File: config.mk
export PLATFORM = sky130hd
export DESIGN_NAME = sr_flag_arbiter
export DESIGN_NICKNAME = d
export VERILOG_FILES = /design/src/rtl/sr_flag_pkg.sv /design/src/rtl/sr_rr_arbiter.sv /design/src/rtl/sr_flag_arbiter.sv
export SDC_FILE = /design/constraint.sdc
export NUM_CORES = 1
export LEC_CHECK = 0
export ABC_AREA = 1
export CORE_MARGIN = 5
export CORE_UTILIZATION = 42
export DETAILED_ROUTE_END_ITERATION = 10
export PLACE_DENSITY = 0.85
export SETUP_SLACK_MARGIN = 0.5
export SYNTH_ARGS = -nofsm -noshare
export SYNTH_HDL_FRONTEND = slang
export SYNTH_SLANG_ARGS = --single-unit
File: constraint.sdc
create_clock -name clk -period 2.7 [get_ports clk]
set_clock_uncertainty 0.2 [all_clocks]
set_input_delay 0.405 -clock clk [delete_from_list [all_inputs] [get_ports clk]]
set_output_delay 0.405 -clock clk [all_outputs]
set_load 0.005 [all_outputs]
File: src/rtl/sr_flag_pkg.sv
// ---------------------------------------------------------------------------
// sr_flag_pkg
// Shared constants for the S-R flag arbiter: FSM state encodings, error
// codes and {s,r} command encodings.
// No ports (package).
// ---------------------------------------------------------------------------
package sr_flag_pkg;

   // FSM states
   localparam logic [0:0] ST_IDLE  = 1'b0;
   localparam logic [0:0] ST_APPLY = 1'b1;

   // Error codes reported on err_code
   localparam logic [1:0] ERR_NONE     = 2'b00;
   localparam logic [1:0] ERR_CONFLICT = 2'b01;
   localparam logic [1:0] ERR_RANGE    = 2'b10;

   // Command encodings, packed as {s, r}
   localparam logic [1:0] SR_HOLD  = 2'b00;
   localparam logic [1:0] SR_RESET = 2'b01;
   localparam logic [1:0] SR_SET   = 2'b10;
   localparam logic [1:0] SR_BOTH  = 2'b11;

endpackage

File: src/rtl/sr_rr_arbiter.sv
// ---------------------------------------------------------------------------
// sr_rr_arbiter
// Combinational round-robin picker: grants the first requester at or after
// ptr_i, wrapping around. The pointer register lives in the parent.
// Ports:
//   req_i     in  NUM_REQ  request vector
//   ptr_i     in  PTR_W    highest-priority requester this cycle
//   en_i      in  1        when low no grant is produced
//   gnt_o     out NUM_REQ  one-hot grant
//   gnt_idx_o out PTR_W    index of the granted requester (0 if none)
// ---------------------------------------------------------------------------
module sr_rr_arbiter #(
   parameter int NUM_REQ = 4,
   parameter int PTR_W   = (NUM_REQ > 1) ? $clog2(NUM_REQ) : 1
) (
   input  logic [NUM_REQ-1:0] req_i,
   input  logic [PTR_W-1:0]   ptr_i,
   input  logic               en_i,
   output logic [NUM_REQ-1:0] gnt_o,
   output logic [PTR_W-1:0]   gnt_idx_o
);

   logic [PTR_W:0] pos;
   logic           found;

   always_comb begin
      gnt_o     = '0;
      gnt_idx_o = '0;
      found     = 1'b0;
      pos       = '0;
      for (int k = 0; k < NUM_REQ; k++) begin
         // ptr + k never exceeds 2*NUM_REQ-2, so one conditional subtract wraps it
         pos = {1'b0, ptr_i} + (PTR_W+1)'(k);
         if (pos >= (PTR_W+1)'(NUM_REQ)) pos = pos - (PTR_W+1)'(NUM_REQ);
         if (en_i && !found && req_i[pos[PTR_W-1:0]]) begin
            found            = 1'b1;
            gnt_o[pos[PTR_W-1:0]] = 1'b1;
            gnt_idx_o        = pos[PTR_W-1:0];
         end
      end
   end

endmodule

File: src/rtl/sr_flag_arbiter.sv
// ---------------------------------------------------------------------------
// sr_flag_arbiter
// Bank of NUM_FLAGS S-R flags shared by NUM_REQ requesters. One command per
// valid/ready handshake, round-robin arbitration, two-state IDLE/APPLY
// sequencer (one command every two cycles). {s,r}=11 holds the flag and
// raises a conflict error; an out-of-range index raises a range error. Only
// the first error is kept until clr_all.
// Build option: SR_FLAG_TOGGLE_EN -- {s,r}=11 toggles the flag instead and
// never raises a conflict error.
// Ports:
//   clk, reset (async, active low), clr_all (sync clear)
//   req_valid/req_ready/req_s/req_r/req_idx  per-requester command channel
//   flag_q/flag_q_bar  flag bank outputs
//   busy, grant_id     sequencer status
//   err_valid/err_code/err_idx  sticky first-error record
// ---------------------------------------------------------------------------
module sr_flag_arbiter
   import sr_flag_pkg::*;
#(
   parameter int NUM_REQ   = 4,
   parameter int NUM_FLAGS = 8,
   parameter int IDX_W     = (NUM_FLAGS > 1) ? $clog2(NUM_FLAGS) : 1
) (
   input  logic                         clk,
   input  logic                         reset,
   input  logic                         clr_all,
   input  logic [NUM_REQ-1:0]           req_valid,
   output logic [NUM_REQ-1:0]           req_ready,
   input  logic [NUM_REQ-1:0]           req_s,
   input  logic [NUM_REQ-1:0]           req_r,
   input  logic [NUM_REQ*IDX_W-1:0]     req_idx,
   output logic [NUM_FLAGS-1:0]         flag_q,
   output logic [NUM_FLAGS-1:0]         flag_q_bar,
   output logic                         busy,
   output logic [$clog2(NUM_REQ)-1:0]   grant_id,
   output logic                         err_valid,
   output logic [1:0]                   err_code,
   output logic [IDX_W-1:0]             err_idx
);

   localparam int PTR_W = $clog2(NUM_REQ);
   // NUM_FLAGS widened by one bit so the range compare never truncates
   localparam logic [IDX_W:0] NF = (IDX_W+1)'(NUM_FLAGS);

   logic [0:0]           state_q, state_d;
   logic [PTR_W-1:0]     ptr_q, ptr_d;
   logic [PTR_W-1:0]     gid_q, gid_d;
   logic                 cs_q, cs_d, cr_q, cr_d;
   logic [IDX_W-1:0]     cidx_q, cidx_d;
   logic [NUM_FLAGS-1:0] flags_q, flags_d;
   logic                 errv_q, errv_d;
   logic [1:0]           ecode_q, ecode_d;
   logic [IDX_W-1:0]     eidx_q, eidx_d;

   logic [NUM_REQ-1:0]   gnt;
   logic [PTR_W-1:0]     gnt_idx;
   logic                 arb_en;
   logic                 hs;

   // No grants outside IDLE or while the bank is being cleared
   assign arb_en = (state_q == ST_IDLE) && !clr_all;

   sr_rr_arbiter #(
      .NUM_REQ (NUM_REQ),
      .PTR_W   (PTR_W)
   ) u_arb (
      .req_i     (req_valid),
      .ptr_i     (ptr_q),
      .en_i      (arb_en),
      .gnt_o     (gnt),
      .gnt_idx_o (gnt_idx)
   );

   assign req_ready = gnt;
   assign hs        = |(req_valid & gnt);

   always_comb begin
      state_d = state_q;
      ptr_d   = ptr_q;
      gid_d   = gid_q;
      cs_d    = cs_q;
      cr_d    = cr_q;
      cidx_d  = cidx_q;
      flags_d = flags_q;
      errv_d  = errv_q;
      ecode_d = ecode_q;
      eidx_d  = eidx_q;

      if (clr_all) begin
         // Pending APPLY is dropped; pointer and last grant id are kept
         state_d = ST_IDLE;
         flags_d = '0;
         errv_d  = 1'b0;
         ecode_d = ERR_NONE;
         eidx_d  = '0;
      end else if (state_q == ST_IDLE) begin
         if (hs) begin
            cs_d    = req_s[gnt_idx];
            cr_d    = req_r[gnt_idx];
            cidx_d  = req_idx[gnt_idx*IDX_W +: IDX_W];
            gid_d   = gnt_idx;
            ptr_d   = (gnt_idx == PTR_W'(NUM_REQ-1)) ? '0 : gnt_idx + 1'b1;
            state_d = ST_APPLY;
         end
      end else begin
         state_d = ST_IDLE;
         if ({1'b0, cidx_q} >= NF) begin
            if (!errv_q) begin
               errv_d  = 1'b1;
               ecode_d = ERR_RANGE;
               eidx_d  = cidx_q;
            end
         end else begin
            case ({cs_q, cr_q})
               SR_RESET: flags_d[cidx_q] = 1'b0;
               SR_SET:   flags_d[cidx_q] = 1'b1;
               SR_BOTH: begin
`ifdef SR_FLAG_TOGGLE_EN
                  flags_d[cidx_q] = ~flags_q[cidx_q];
`else
                  if (!errv_q) begin
                     errv_d  = 1'b1;
                     ecode_d = ERR_CONFLICT;
                     eidx_d  = cidx_q;
                  end
`endif
               end
               default: ; // hold: command consumed, flag untouched
            endcase
         end
      end
   end

   always_ff @(posedge clk or negedge reset) begin
      if (!reset) begin
         state_q <= ST_IDLE;
         ptr_q   <= '0;
         gid_q   <= '0;
         cs_q    <= 1'b0;
         cr_q    <= 1'b0;
         cidx_q  <= '0;
         flags_q <= '0;
         errv_q  <= 1'b0;
         ecode_q <= ERR_NONE;
         eidx_q  <= '0;
      end else begin
         state_q <= state_d;
         ptr_q   <= ptr_d;
         gid_q   <= gid_d;
         cs_q    <= cs_d;
         cr_q    <= cr_d;
         cidx_q  <= cidx_d;
         flags_q <= flags_d;
         errv_q  <= errv_d;
         ecode_q <= ecode_d;
         eidx_q  <= eidx_d;
      end
   end

   assign flag_q     = flags_q;
   assign flag_q_bar = ~flags_q;
   assign busy       = (state_q == ST_APPLY);
   assign grant_id   = gid_q;
   assign err_valid  = errv_q;
   assign err_code   = ecode_q;
   assign err_idx    = eidx_q;

endmodule

==> results.tsv <==
metric	value	unit
status	completed	
net total in the final layout	394	
number of antenna cells inserted	0	
top-level port count	56	
number of endpoints with negative hold slack in the final report	0	
worst min-delay path class	in2async	
Max Transition Viols Final	0	
first-pass detailed-route iteration total	4	
global-route wire length before repair	9150	µm
Clock Root Buffer	sky130_fd_sc_hd__clkbuf_8	
Vias/cell	5.31	
antenna violations before repair	0	
CP max stage delay	0.42	ns
crit-path most repeated cell	sky130_fd_sc_hd__buf_6	
number of rows in the core area	23	
global routing usage summed across all routing layers	20.5	%
cell area after synthesis	0.00179	mm²
final wirelength	5740	µm
pin count of the biggest net entering global routing	24	
number of instances in the synthesized netlist	269	
via count	2167	
cell depth of the worst flop-to-flop path	17	
post-route worst setup slack	0.199	ns
number of H-tree levels	1	
DP Wirelength	3590	µm
CTS Buf Count	3	
Die Footprint	0.00566	mm²
startpoint type of the worst setup path	flop	
Area growth, synth to finish	60.5	%
slew of the pin with the lowest slew margin	0.608	ns
share of layout cells above drive strength 1	26.5	%
Yosys reg bits	23	
unrepaired setup endpoints after global routing	true	
arrival time at the worst endpoint	2.46	ns
time the worst path needs with I/O delays and setup	2.50	ns
remaining routing DRC violations	0	
slowest CP cell	sky130_fd_sc_hd__dfrtp_2	
count of cell types in the netlist	22	
core outline area	0.00406	mm²
total negative slack for setup checks	0	ns
final antenna-violating net count	0	
Static Leakage	1.47	nW
total gr overflow	0	
clock latency at the later pin of the worst-skew pair	0.27	ns
critical-path maximum fanout	7	
maximum buffer depth of the clock tree	2	
die span in y	75.2	µm
Max Clock Freq	400	MHz
Clock Sink Count	23	
worst voltage drop across the vdd grid	0.430	mV
CTS tree	built	
clock transition time at the flip-flop clock pins of the worst setup and hold paths	0.08	ns
critical path data required time	2.65	ns
Setup CP Type	reg2reg	
worst relative slew slack	59.3	%
Wirelength per Cell	14.1	µm
Initial Utilization	44.0	%
Starting DRT DRC Count	243	
post-route clock period utilization	92.6	%
CP Capture Type	flop	
via count of the first global-routing pass	2085	
number of setup violations in the final report	0	
count of max-cap constraint violations	0	
DP Worst Slack	-0.0977	ns
die width	75.2	µm
mean instance size in the synthesized netlist	6.64	µm²
syn_nets	304	
Routability Congestion	0.994	
PwrDens	978	mW/mm²
number of warnings issued by yosys	0	
Critical Path, Cell by Cell	inv_6, ha_4, nand3_1, nand3_4, nor2_4, buf_6, buf_6, buf_6, buf_6, nor2_4, nand2_4, nand2_8, nand2_2, nand3_1, nand2_1, nand2_1, nand2_1	
Buffers on Ports	54	
portion of the post-synthesis area used by sequential elements	32.2	%
-- cells in the mapped netlist --
cell	instances	area share [%]
sky130_fd_sc_hd__inv_1	49	10
sky130_fd_sc_hd__buf_6	1	0.63
sky130_fd_sc_hd__a21oi_1	9	2.5
sky130_fd_sc_hd__o211ai_1	2	0.84
sky130_fd_sc_hd__nor2_1	8	1.7
sky130_fd_sc_hd__nand2_2	9	3.2
sky130_fd_sc_hd__nand4_1	9	3.2
sky130_fd_sc_hd__dfrtp_1	23	32
sky130_fd_sc_hd__conb_1	1	0.21
sky130_fd_sc_hd__o21bai_1	1	0.42
sky130_fd_sc_hd__inv_2	3	0.63
sky130_fd_sc_hd__nand2_4	2	1.3
sky130_fd_sc_hd__o21ai_0	11	3.1
sky130_fd_sc_hd__ha_1	8	5.6
sky130_fd_sc_hd__buf_4	2	0.84
sky130_fd_sc_hd__nand3_2	4	2.2
sky130_fd_sc_hd__nor2_4	1	0.63
sky130_fd_sc_hd__clkbuf_1	2	0.42
sky130_fd_sc_hd__nand3_4	1	0.98
sky130_fd_sc_hd__nand3_1	43	12
sky130_fd_sc_hd__nand2_1	78	16
sky130_fd_sc_hd__nor2_2	2	0.70
-- worst paths after layout --
path                              from     endpoint  slack [ns]
setup / recovery              ptr_q[0]         cr_q        0.20
min in group clk           grant_id[1]  grant_id[1]        0.30
hold reg to reg            grant_id[1]  grant_id[1]        0.30
hold / removal                   reset    flag_q[3]        0.29
max in group asynchronous        reset     ptr_q[1]        1.76
setup reg to reg              ptr_q[0]         cr_q        0.20
-- worst max-delay path: cells and delay by family, from the launching register on --
kind	cells	cell delay, ns
and+or+nand+nor	11	0.98
adders and majority gates	1	0.31
DFF	1	0.42
buffers and inverters	5	0.50
-- cells by family after synthesis --
logic type / count (synthesis) / share of synthesized area, %
buf+inv: 57 / 12.8
compound gates: 23 / 6.87
other cells: 1 / 0.210
fa+ha+maj: 8 / 5.61
simple gates: 157 / 42.3
flops: 23 / 32.2
-- sequential cells by signal, summed over array words and instances (netlist names) --
register,count
busy,1
cidx_q,3
cr_q,1
cs_q,1
err_code,1
err_idx,3
err_valid,1
flag_q,8
grant_id,2
ptr_q,2
-- per-layer routing --
| layer | wire [µm] | global-route usage (%) |
|---|---|---|
| met1 | 2160 | 24.6 |
| met2 | 3040 | 38.3 |
| met3 | 432 | 2.14 |
| met4 | 111 | 6.21 |
| met5 | 0 | 0 |
-- area by class of cell --
cell class | instances | area (µm²)
multi-input combinational | 192 | 1170
timing repair buffer | 87 | 797
clock inverter | 1 | 5.00
sequential | 23 | 578
clock buffer | 3 | 41.3
inverter | 52 | 213
fill | 301 | 1190
tap | 50 | 62.6
-- layout by cell type (no fill, tap or decap), drive strengths merged --
master	instances
nand2	91
inv	52
nand3	48
clkdlybuf4s50	46
buf	37
dfrtp	23
nor2	12
o21ai	11
a21oi	9
nand4	9
ha	8
dlygate4sd2	4
clkbuf	3
o211ai	2
o21bai	1
conb	1
clkinv	1
-- stage by stage --
stage                     area [µm²]  total power [W]  hold WS, ns  utilization, %  instances
after detailed placement        2520          0.00204        0.286            62.0        383
after floorplan                 1840          0.00155      -0.0906               -        269
final                           2870          0.00280        0.292            70.6        408
after global placement          2520          0.00199        0.276            62.0        383
after global routing            2870          0.00301        0.324            70.6        408
after CTS                       2810          0.00260        0.301            69.3        404
-- timing repair --
action / in CTS / in global routing
buffers inserted: 15 / 2
endpoints found under the setup margin: 13 / 14
gates cloned: 2 / 2
hold buffers: 0 / 0
resized for setup: 61 / 7
pin swaps: 25 / 5
-- where the power goes --
| group | leakage (nW) | switching [W] | internal [W] |
|---|---|---|---|
| logic | 1.14 | 0.00118 | 0.000869 |
| clock network | 0.0255 | 0.000111 | 0.000103 |
| registers | 0.305 | 0.000102 | 0.000432 |
| total | 1.47 | 0.00140 | 0.00140 |
No activity file was read; power rests on OpenSTA's default activity.
